File: config.mk
export PLATFORM = sky130hd
export DESIGN_NAME = spi_master_param
export DESIGN_NICKNAME = d
export VERILOG_FILES = /design/src/rtl/spi_master_param.sv
export SDC_FILE = /design/constraint.sdc
export NUM_CORES = 1
export LEC_CHECK = 0
export ABC_AREA = 1
export BUFFER_PORTS_ARGS = -buffer_cell sky130_fd_sc_hd__buf_2
export CAP_MARGIN = 20
export CORE_AREA = 5 5 346 348
export DETAILED_ROUTE_END_ITERATION = 10
export DIE_AREA = 0 0 351 353
export HOLD_SLACK_MARGIN = 0.03
export PLACE_DENSITY = 0.57
export RECOVER_POWER = 50
export SLEW_MARGIN = 20
export SYNTH_ARGS = -nofsm -noshare
export SYNTH_HDL_FRONTEND = slang
export SYNTH_SLANG_ARGS = --single-unit
File: constraint.sdc
create_clock -name clk -period 4 [get_ports clk]
set_input_delay 0.2 -clock clk [delete_from_list [all_inputs] [get_ports clk]]
set_output_delay 0.2 -clock clk [all_outputs]
set_load 0.01 [all_outputs]
File: src/rtl/spi_master_param.sv
// SPI master behind an Avalon-MM slave port, with TX/RX FIFOs, per-CS mode and CS setup/hold.
// Register reads are zero-wait-state; a full TX FIFO drops writes (TXFO), a full RX FIFO drops words (RXFO).

// spi_fifo: power-of-2 FIFO, registered pointers, head visible combinationally.
// A push into a full FIFO is accepted only alongside a pop in the same cycle; otherwise ovf pulses.
module spi_fifo #(
   parameter int W     = 32,
   parameter int DEPTH = 16
) (
   input  logic         clk,
   input  logic         reset,
   input  logic         push_vld,
   input  logic [W-1:0] push_dat,
   input  logic         pop_vld,
   output logic [W-1:0] head_dat,
   output logic         full,
   output logic         empty,
   output logic         ovf
);
   localparam int AW = $clog2(DEPTH);

   logic [W-1:0] mem [DEPTH];
   logic [AW:0]  wr_ptr;
   logic [AW:0]  rd_ptr;
   logic         do_push;
   logic         do_pop;

   // The extra pointer bit separates full from empty when the index bits match.
   assign empty    = (wr_ptr == rd_ptr);
   assign full     = (wr_ptr[AW] != rd_ptr[AW]) && (wr_ptr[AW-1:0] == rd_ptr[AW-1:0]);
   assign do_pop   = pop_vld && !empty;
   assign do_push  = push_vld && (!full || do_pop);
   assign ovf      = push_vld && !do_push;
   assign head_dat = mem[rd_ptr[AW-1:0]];

   always_ff @(posedge clk) begin
      if (reset) begin
         wr_ptr <= '0;
         rd_ptr <= '0;
      end else begin
         if (do_push) wr_ptr <= wr_ptr + 1'b1;
         if (do_pop)  rd_ptr <= rd_ptr + 1'b1;
      end
   end

   always_ff @(posedge clk) begin
      if (do_push) mem[wr_ptr[AW-1:0]] <= push_dat;
   end
endmodule

// spi_master_param: word engine pops TX at word start, pushes RX on SHIFT -> CS_HOLD.
// Frame is CS_SETUP (N+1), SHIFT (2*(WS+1)*(N+1)), CS_HOLD (N+1) cycles; ENABLE=0 aborts to IDLE.
module spi_master_param #(
   parameter int DATA_W   = 32,
   parameter int TX_DEPTH = 16,
   parameter int RX_DEPTH = 16,
   parameter int NUM_CS   = 4
) (
   input  logic              clk,
   input  logic              reset,
   input  logic              read,
   input  logic              write,
   input  logic              chipselect,
   input  logic [1:0]        address,
   input  logic [31:0]       writedata,
   output logic [31:0]       readdata,
   output logic              spi_clk,
   output logic              spi_tx,
   input  logic              spi_rx,
   output logic [NUM_CS-1:0] spi_cs,
   output logic              irq
);
   localparam logic [1:0] A_DATA    = 2'd0;
   localparam logic [1:0] A_STATUS  = 2'd1;
   localparam logic [1:0] A_CONTROL = 2'd2;
   localparam logic [1:0] A_BRD     = 2'd3;
   localparam logic [4:0] WS_MAX    = 5'(DATA_W - 1);

   typedef struct packed {
      logic       ie_rxne;
      logic       ie_txe;
      logic       loopback;
      logic [7:0] mode;
      logic       enable;
      logic [1:0] cs_select;
      logic [3:0] cs_manual;
      logic [3:0] cs_auto;
      logic [4:0] ws;
   } ctrl_t;

   typedef enum logic [1:0] {IDLE, CS_SETUP, SHIFT, CS_HOLD} state_t;

   ctrl_t              ctrl;
   logic [15:0]        brd;
   logic               txfo;
   logic               rxfo;

   state_t             state;
   state_t             state_nxt;
   logic [15:0]        cnt;
   logic [5:0]         half;
   logic [DATA_W-1:0]  shreg;
   logic [DATA_W-1:0]  rx_sh;
   logic [1:0]         act_cs;
   logic [1:0]         act_mode;
   logic [4:0]         act_ws;
   logic [15:0]        act_brd;

   logic               wr_en;
   logic               rd_en;
   logic               tx_push;
   logic               rx_pop;
   logic               tx_pop;
   logic               rx_push;
   logic [DATA_W-1:0]  tx_head;
   logic [DATA_W-1:0]  rx_head;
   logic               tx_full, tx_empty, tx_ovf;
   logic               rx_full, rx_empty, rx_ovf;
   logic [4:0]         ws_eff;
   logic               div_end;
   logic               last_half;
   logic               lead_edge;
   logic               trail_edge;
   logic               sample;
   logic               shift_out;
   logic               rx_in;
   logic [6:0]         status;
   logic               unused_bits;

   assign wr_en   = chipselect && write;
   assign rd_en   = chipselect && read;
   assign tx_push = wr_en && (address == A_DATA);
   assign rx_pop  = rd_en && (address == A_DATA);
   assign ws_eff  = (ctrl.ws > WS_MAX) ? WS_MAX : ctrl.ws;
   assign unused_bits = &{1'b0, writedata[31:27]};

   spi_fifo #(.W(DATA_W), .DEPTH(TX_DEPTH)) u_tx_fifo (
      .clk      (clk),
      .reset    (reset),
      .push_vld (tx_push),
      .push_dat (writedata[DATA_W-1:0]),
      .pop_vld  (tx_pop),
      .head_dat (tx_head),
      .full     (tx_full),
      .empty    (tx_empty),
      .ovf      (tx_ovf)
   );

   spi_fifo #(.W(DATA_W), .DEPTH(RX_DEPTH)) u_rx_fifo (
      .clk      (clk),
      .reset    (reset),
      .push_vld (rx_push),
      .push_dat (rx_sh),
      .pop_vld  (rx_pop),
      .head_dat (rx_head),
      .full     (rx_full),
      .empty    (rx_empty),
      .ovf      (rx_ovf)
   );

   // Register file and sticky overflow flags; a new overflow beats a same-cycle clear.
   always_ff @(posedge clk) begin
      if (reset) begin
         ctrl <= '0;
         brd  <= '0;
         txfo <= 1'b0;
         rxfo <= 1'b0;
      end else begin
         if (wr_en && (address == A_CONTROL)) ctrl <= ctrl_t'(writedata[26:0]);
         if (wr_en && (address == A_BRD))     brd  <= writedata[15:0];
         if (tx_ovf)                                              txfo <= 1'b1;
         else if (wr_en && (address == A_STATUS) && writedata[3]) txfo <= 1'b0;
         if (rx_ovf)                                              rxfo <= 1'b1;
         else if (wr_en && (address == A_STATUS) && writedata[0]) rxfo <= 1'b0;
      end
   end

   assign status = {state != IDLE, tx_empty, tx_full, txfo, rx_empty, rx_full, rxfo};

   always_comb begin
      readdata = '0;
      if (rd_en) begin
         case (address)
            A_DATA:    if (!rx_empty) readdata[DATA_W-1:0] = rx_head;
            A_STATUS:  readdata[6:0]  = status;
            A_CONTROL: readdata[26:0] = ctrl;
            A_BRD:     readdata[15:0] = brd;
            default:   readdata = '0;
         endcase
      end
   end

   assign div_end   = (cnt == act_brd);
   assign last_half = (half == {act_ws, 1'b1});

   always_ff @(posedge clk) begin
      if (reset) state <= IDLE;
      else       state <= state_nxt;
   end

   always_comb begin
      state_nxt = state;
      tx_pop    = 1'b0;
      rx_push   = 1'b0;
      case (state)
         IDLE:     if (ctrl.enable && !tx_empty) begin
                      state_nxt = CS_SETUP;
                      tx_pop    = 1'b1;
                   end
         CS_SETUP: if (div_end) state_nxt = SHIFT;
         SHIFT:    if (div_end && last_half) begin
                      state_nxt = CS_HOLD;
                      rx_push   = 1'b1;
                   end
         CS_HOLD:  if (div_end) state_nxt = IDLE;
         default:  state_nxt = IDLE;
      endcase
      if (!ctrl.enable) begin
         state_nxt = IDLE;
         tx_pop    = 1'b0;
         rx_push   = 1'b0;
      end
   end

   // Leading edges start even half-periods (the first one on CS_SETUP exit), trailing edges odd ones.
   assign lead_edge  = div_end && ((state == CS_SETUP) || ((state == SHIFT) && half[0] && !last_half));
   assign trail_edge = div_end && (state == SHIFT) && !half[0];
   assign sample     = act_mode[0] ? trail_edge : lead_edge;
   assign shift_out  = act_mode[0] ? (lead_edge && (state == SHIFT)) : trail_edge;
   assign rx_in      = ctrl.loopback ? spi_tx : spi_rx;

   always_ff @(posedge clk) begin
      if (reset) begin
         cnt      <= '0;
         half     <= '0;
         shreg    <= '0;
         rx_sh    <= '0;
         act_cs   <= '0;
         act_mode <= '0;
         act_ws   <= '0;
         act_brd  <= '0;
      end else begin
         if ((state_nxt != state) || div_end) cnt <= '0;
         else                                 cnt <= cnt + 1'b1;

         if (state != SHIFT) half <= '0;
         else if (div_end)   half <= half + 1'b1;

         if (tx_pop) begin
            // Left-justify so the word's MSB always leaves from the top bit.
            shreg    <= tx_head << (WS_MAX - ws_eff);
            rx_sh    <= '0;
            act_cs   <= ctrl.cs_select;
            act_mode <= ctrl.mode[{ctrl.cs_select, 1'b0} +: 2];
            act_ws   <= ws_eff;
            act_brd  <= brd;
         end else begin
            if (shift_out) shreg <= {shreg[DATA_W-2:0], 1'b0};
            if (sample)    rx_sh <= {rx_sh[DATA_W-2:0], rx_in};
         end
      end
   end

   assign spi_tx  = ((state == CS_SETUP) || (state == SHIFT)) ? shreg[DATA_W-1] : 1'b0;
   assign spi_clk = act_mode[1] ^ ((state == SHIFT) && !half[0]);
   assign irq     = (ctrl.ie_txe && tx_empty) || (ctrl.ie_rxne && !rx_empty);

   always_comb begin
      spi_cs = '1;
      for (int i = 0; i < NUM_CS; i++) begin
         spi_cs[i] = ~(ctrl.cs_manual[i] |
                       (ctrl.cs_auto[i] & (act_cs == 2'(i)) & (state != IDLE)));
      end
   end
endmodule

* After elaboration in Yosys (flattened, before gate mapping) *
Memories as Yosys holds them, arrays and structs flattened. A register that Yosys moved wholly into a read port is not among the register bits.
Index checks and enable logic that the tools add are counted.

operators by class
  $add $sub $neg = 7
  magnitude comparators = 1
  equal/unequal tests = 19
  shifts and indexed selects = 2
  mux-type cells = 37
  bitwise logic cells = 17
  reductions and logical operators = 52

operator list
  operator                                        number
  two-way mux 32 bit                              4
  left shift 32 x 5 -> 32 bit                     1
  logical AND 1 bit                               28
  case mux 7 bit (4 select lines)                 1
  case mux 9 bit (3 select lines)                 1
  case mux 11 bit (2 select lines)                1
  adder 5 x 1 -> 5 bit (second input constant)    4
  two-way mux 1 bit                               18
  adder 16 x 1 -> 16 bit (second input constant)  1
  == test 16 bit                                  1
  two-way mux 4 bit                               4
  == test 2 bit (second input constant)           6
  == test 5 bit                                   2
  two-way mux 2 bit                               5
  two-way mux 5 bit                               2
  bitwise AND 1 bit                               8
  == test 4 bit                                   2
  logical NOT 1 bit                               8
  case mux 2 bit (4 select lines)                 1
  nonzero test 2 bit                              4
  indexed part select 8 x 4 -> 2 bit              1
  adder 6 x 1 -> 6 bit (second input constant)    1
  == test 2 x 1 -> 1 bit (second input constant)  3
  == test 6 bit                                   1
  11 further kinds                                27

word-level totals
  register bits = 178
  RAM bits = 1024
  bits of input ports = 40
  output and inout bits = 39
  word-level logic and storage cells = 162
  memories = 2

memory list
  memory         depth  bits a word  rd ports  clocked after Yosys merged registers in  wr ports  line  RTL
  u_rx_fifo.mem  16     32           1         1                                        1         22    logic [W-1:0] mem [DEPTH];
  u_tx_fifo.mem  16     32           1         1                                        1         22

* Longest topological paths before layout *
  depth in word-level cells = 12
  depth in mapped cells = 19
  gate-level depth less buffers = 17

* Modules after synthesis *
Synthesis repeated with hierarchy kept, for this count alone.

unflattened totals
  cell total of the unflattened synthesis = 4580
  area total of the unflattened synthesis = 50377.1 um^2

modules (own cells, without submodules)
  module                 times used  cells each  area each (um^2)  sequential area each (um^2)
  spi_fifo at u_rx_fifo  1           1607        20830.0           15655.0
  spi_fifo at u_tx_fifo  1           1608        20803.7           15655.0
  spi_master_param       1           1365        8743.4            3163.0

* Least setup slack after synthesis *
No wires, ideal clock.

  kind = flip-flop to flip-flop
  start point = reg cnt[4]
  end point = mem u_rx_fifo.mem[11][0] (enable)
  setup time = 0.421 ns
  arrival time = 2.880 ns
  data required time = 3.579 ns
  slack = 0.699 ns
  stages on the path, launching flop included = 11
  buffers on the path = 0
  clock period less this slack = 3.301 ns
  cells stage by stage = dfxtp_1 -> or2_1 -> a21oi_1 -> nand2_1 -> nor2_2 -> nand2_2 -> nor2_2 -> nand3_1 -> nor2_4 -> nand3_1 -> nor2_1

on the way
  cells in the longest elaborated chain, start to end = 8

ends and longest elaborated chain
  what                                     line  RTL
  from (decl)                              100   logic [15:0] cnt;
  from (signal assigned)                   244   else cnt <= cnt + 1'b1;
  == test 16 bit                           193   assign div_end = (cnt == act_brd);
  logical AND 1 bit                        211   SHIFT: if (div_end && last_half) begin
  two-way mux 1 bit                        211
  two-way mux 1 bit                        205   case (state)
  two-way mux 1 bit                        218   if (!ctrl.enable) begin
  logical AND 1 bit                        32    assign do_push = push_vld && (!full || do_pop);
  two-way mux 1 bit                        47    if (do_push) mem[wr_ptr[AW-1:0]] <= push_dat;
  two-way mux 1 bit (implied by the code)  47
  to (decl)                                22

Every way passes these cells.

* Worst setup path after layout *
  start point = reg u_rx_fifo.wr_ptr[3]
  end point = out readdata[17]

on the way
  cells in the longest elaborated chain, start to end = 4

ends and longest elaborated chain
  what                              line  RTL
  from (decl)                       23    logic [AW:0] wr_ptr;
  from (signal assigned)            41    if (do_push) wr_ptr <= wr_ptr + 1'b1;
  == test 5 bit                     29    assign empty = (wr_ptr == rd_ptr);
  two-way mux 32 bit                184   A_DATA: if (!rx_empty) readdata[DATA_W-1:0] = rx_head;
  case mux 11 bit (2 select lines)  183   case (address)
  two-way mux 32 bit                182   if (rd_en) begin
  to (decl)                         66    output logic [31:0] readdata,

Every way passes these cells.

==> summary.txt <==
Global route
  • Vias in the first global route: 34,370
  • Largest net degree at the start of global routing: 174
  • Met3 usage: 3.614%
  • First-pass GRT wire length: 217.6 mm
  • Grt ovf: 0
  • Grt met1 use: 31.23%
  • Gr usage total: 23.10%
  • Gr busiest metal: met2
  • M2 GR Usage: 37.98%
  • Initial antenna violation count: 3

Final layout
  • Area of the multi-input gates: 0.01406 sq mm
  • Non-Filler Instances: 6,496
  • Cell area after layout: 0.05799 sq mm
  • Share of cells above drive strength 1: 8.350%
  • P&R area growth vs syn: 14.09%
  • Filler cell count: 10,400
  • Final Net Count: 4,921
  • Register area: 0.03450 sq mm

Floorplan
  • Die area: 0.1239 sq mm
  • Cell Rows: 125
  • Core area: 0.1159 sq mm
  • Die width: 351 microns
  • I/O pins: 79
  • Initial Util: 43.86%
  • Height of the die: 353 microns

Power and ir drop
  • Clock share of power: 45.7%
  • PwrDens: 454.9 mW/mm^2
  • Psw: 5.464 mW
  • Pleak: 20.91 nW
  • Gate power share: 2.4%
  • Power Internal: 20.91 mW
  • Switching Share: 20.72%
  • Maximum vdd drop: 0.4094 mV
  • Seq pwr share: 51.9%

Worst setup path
  • Most frequent CP cell: nand2_4
  • Critical R2R Launch: u_tx_fifo.wr_ptr[3]
  • Arr. time, crit path: 3.63 ns
  • Critical Path, Cell by Cell: xnor2_1 > nand4_1 > or2_0 > nand2_4 > inv_6 > nand2_4 > inv_1 > nand2_1 > o21ai_0 > buf_2
  • Critical Path Fanout Max: 10
  • WP data required: 3.80 ns
  • Crit-path slowest cell: inv_1
  • Worst Setup Start Kind: flop
  • Kind of critical path: reg2out
  • CP startpoint: u_rx_fifo.wr_ptr[3]
  • Setup crit end kind: output pin
  • Critical path's largest stage delay: 0.51 ns

Drt
  • DR iter-0 viols: 3,823
  • Drt pass-1 iters: 7
  • Vias per inst: 5.515
  • WL per Instance: 22.44 microns
  • Detail Route Antenna Nets: 0
  • WL final: 145.8 mm
  • Total number of vias: 35,820
  • Final routed DRC violation total: 0

STA
  • RSZ-0062 raised after global routing: no
  • Final Critical Period: 3.828 ns
  • Slew headroom: -10.79%
  • Final setup fails: 0
  • Final setup TNS: 0 ns
  • Max Clock Skew: 0.03617 ns
  • Final-report hold violation count: 0
  • Fmax: 0.2613 GHz
  • Part of the cycle the worst path needs: 95.69%
  • Worst setup margin: 0.1724 ns
  • Slew Limit Fails: 14
  • Worst-margin pin slew: 1.656 ns

Clocking
  • CTS Buf Count: 131
  • Clk root buf: clkbuf_16
  • CTS sink count: 1,210
  • Clk slew on worst S/H paths: 0.06 ns
  • Worst skew pair latency: 0.74 ns
  • H-tree lvl count: 4
  • Clock Path Buffers: 3
  • CTS tree: built

Synth
  • Cells taking the most area after synthesis: edfxtp_1, dfxtp_1, nand2_1
  • Synthesized area per cell: 10.61 sq um
  • Netlist cell types: 45
  • Post-synth top area share: 60.49%
  • Post-synth EDFFs: 1,024
  • Post-synth ARST share: 0%
  • Syn nets: 4,848
  • Syn Inst Count: 4,792
  • Flops & latches, synth: 1,210
  • Top FF cell, synth: edfxtp_1
  • Synth area leader: edfxtp_1
  • Synth Cell Area: 0.05083 sq mm
  • Synth warn: 0
  • Sequential-to-total area share from yosys stat: 67.82%

Placed design
  • GP Congestion: 0.9211
  • Pre-CTS WS: 0.7842 ns
  • HPWL after DPL: 87.97 mm
  • PortBufs: 78
  • Placed Cells: 6,218
  • Placed Area: 0.05340 sq mm

Status
  • Failing checks: capacitance limit, slew limit
  • Status: finished, violations left

Min path
  • Hold path startpoint: address[0]
  • Hold crit path type: in2reg

Run
  • Max-cap violation count: 1
==> worst paths after layout <==
path                      endpoint  slack, ns  depth (start not counted)
max                   readdata[17]       0.17                         10
min                           txfo       0.13                          6
max reg2reg  u_tx_fifo.mem[15][26]       0.33                         11
min reg2reg               shreg[0]       0.47                          2
==> power groups by stage <==
stage               registers, mW  logic, mW  clock network, mW
floorplan                    13.9      0.328                  0
global placement             14.0      0.595                  0
detailed placement           14.0      0.599                  0
CTS                          13.7      0.632               12.3
global route                 13.7      0.679               12.8
finish                       13.7      0.623               12.1
==> cell type report <==
type	count	share of cell area, %
antenna	2	0.008630
clock buffer	184	6.444
clock inverter	54	0.9536
inverter	329	2.164
multi-input combinational	2962	24.24
sequential	1210	59.48
tap	1524	3.288
timing repair buffer	231	3.415
==> kinds of logic (layout without fill, tap and decap cells) <==
| logic type | after synthesis | in the layout | synth area share [%] |
|---|---|---|---|
| xor gates and xnor gates | 39 | 39 | 0.6720 |
| AOI/OAI and AO/OA | 839 | 839 | 9.137 |
| buffers and inverters | 620 | 798 | 4.937 |
| DFF | 1210 | 1210 | 67.82 |
| adders and majority gates | 16 | 16 | 0.3938 |
| and+or+nand+nor | 2068 | 2068 | 17.04 |
| other | 0 | 2 | 0 |
==> placed cells by master, fill, tap and decap left out, types with 81 or more instances in the layout <==
| master | instances |
|---|---|
| nor2_1 | 503 |
| inv_1 | 312 |
| a21oi_1 | 132 |
| o21ai_0 | 513 |
| clkbuf_16 | 137 |
| edfxtp_1 | 1024 |
| nand2_1 | 924 |
| o22ai_1 | 81 |
| dfxtp_1 | 179 |
| nand3_1 | 552 |
==> what timing repair did <==
action,CTS,global route
buffers inserted,0,1
endpoints found under the hold margin,562,0
endpoints found under the setup margin,1,4
hold buffers,37,0
gates resized for setup,1,0
==> synth_stat cells, types with 5 or more instances <==
cell	count
nand2_1	920
xnor2_1	24
o21ai_0	513
xor2_1	15
ha_1	16
nand4_1	9
nor3_1	18
buf_4	8
nor2_4	5
dfxtp_1	186
o22ai_1	81
nand2_2	5
inv_1	315
a31oi_1	11
clkbuf_1	152
a211oi_1	12
edfxtp_1	1024
a221oi_1	6
o211ai_1	18
a22oi_1	5
o221ai_1	52
nor2_2	12
inv_2	8
a21oi_1	132
buf_2	92
buf_1	35
nor2_1	529
nand3_1	552
==> per-stage QoR <==
stage | utilization [%] | hold slack (ns) | power [mW]
after floorplan | - | 0.2989 | 14.26
after global placement | 46.08 | 0.4551 | 14.55
after detailed placement | 46.08 | 0.4637 | 14.55
after CTS | 50.10 | 0.06545 | 26.59
after global routing | 50.04 | 0.1609 | 27.19
final | 50.04 | 0.1268 | 26.38
==> layer usage <==
| layer | share of wire, % | wire, microns | vias up |
|---|---|---|---|
| met1 | 42 | 61360 | 17430 |
| met3 | 6.5 | 9518 | 276 |
| met2 | 48 | 69840 | 1274 |
| li1 | - | - | 16840 |
| met5 | 0.0089 | 13 | - |
| met4 | 3.5 | 5053 | 2 |
==> critical path: cells and delay by family (launching register included) <==
family / cells / cell delay [ns]
compound gates: 1 / 0.41
buf+inv: 3 / 0.93
simple gates: 5 / 0.96
flops: 1 / 0.47
xor+xnor: 1 / 0.12
==> sequential cells by signal, summed over array words and instances (netlist names), named ones only <==
register	count
rx_sh	32
u_rx_fifo.mem	512
ctrl	27
act_ws	5
u_rx_fifo.wr_ptr	5
brd	16
rxfo	1
cnt	16
act_cs	2
u_tx_fifo.rd_ptr	5
u_tx_fifo.wr_ptr	5
act_brd	16
u_rx_fifo.rd_ptr	5
half	6
u_tx_fifo.mem	512
shreg	32
act_mode	2
state	2
txfo	1
(Power assumes the default switching activity.)
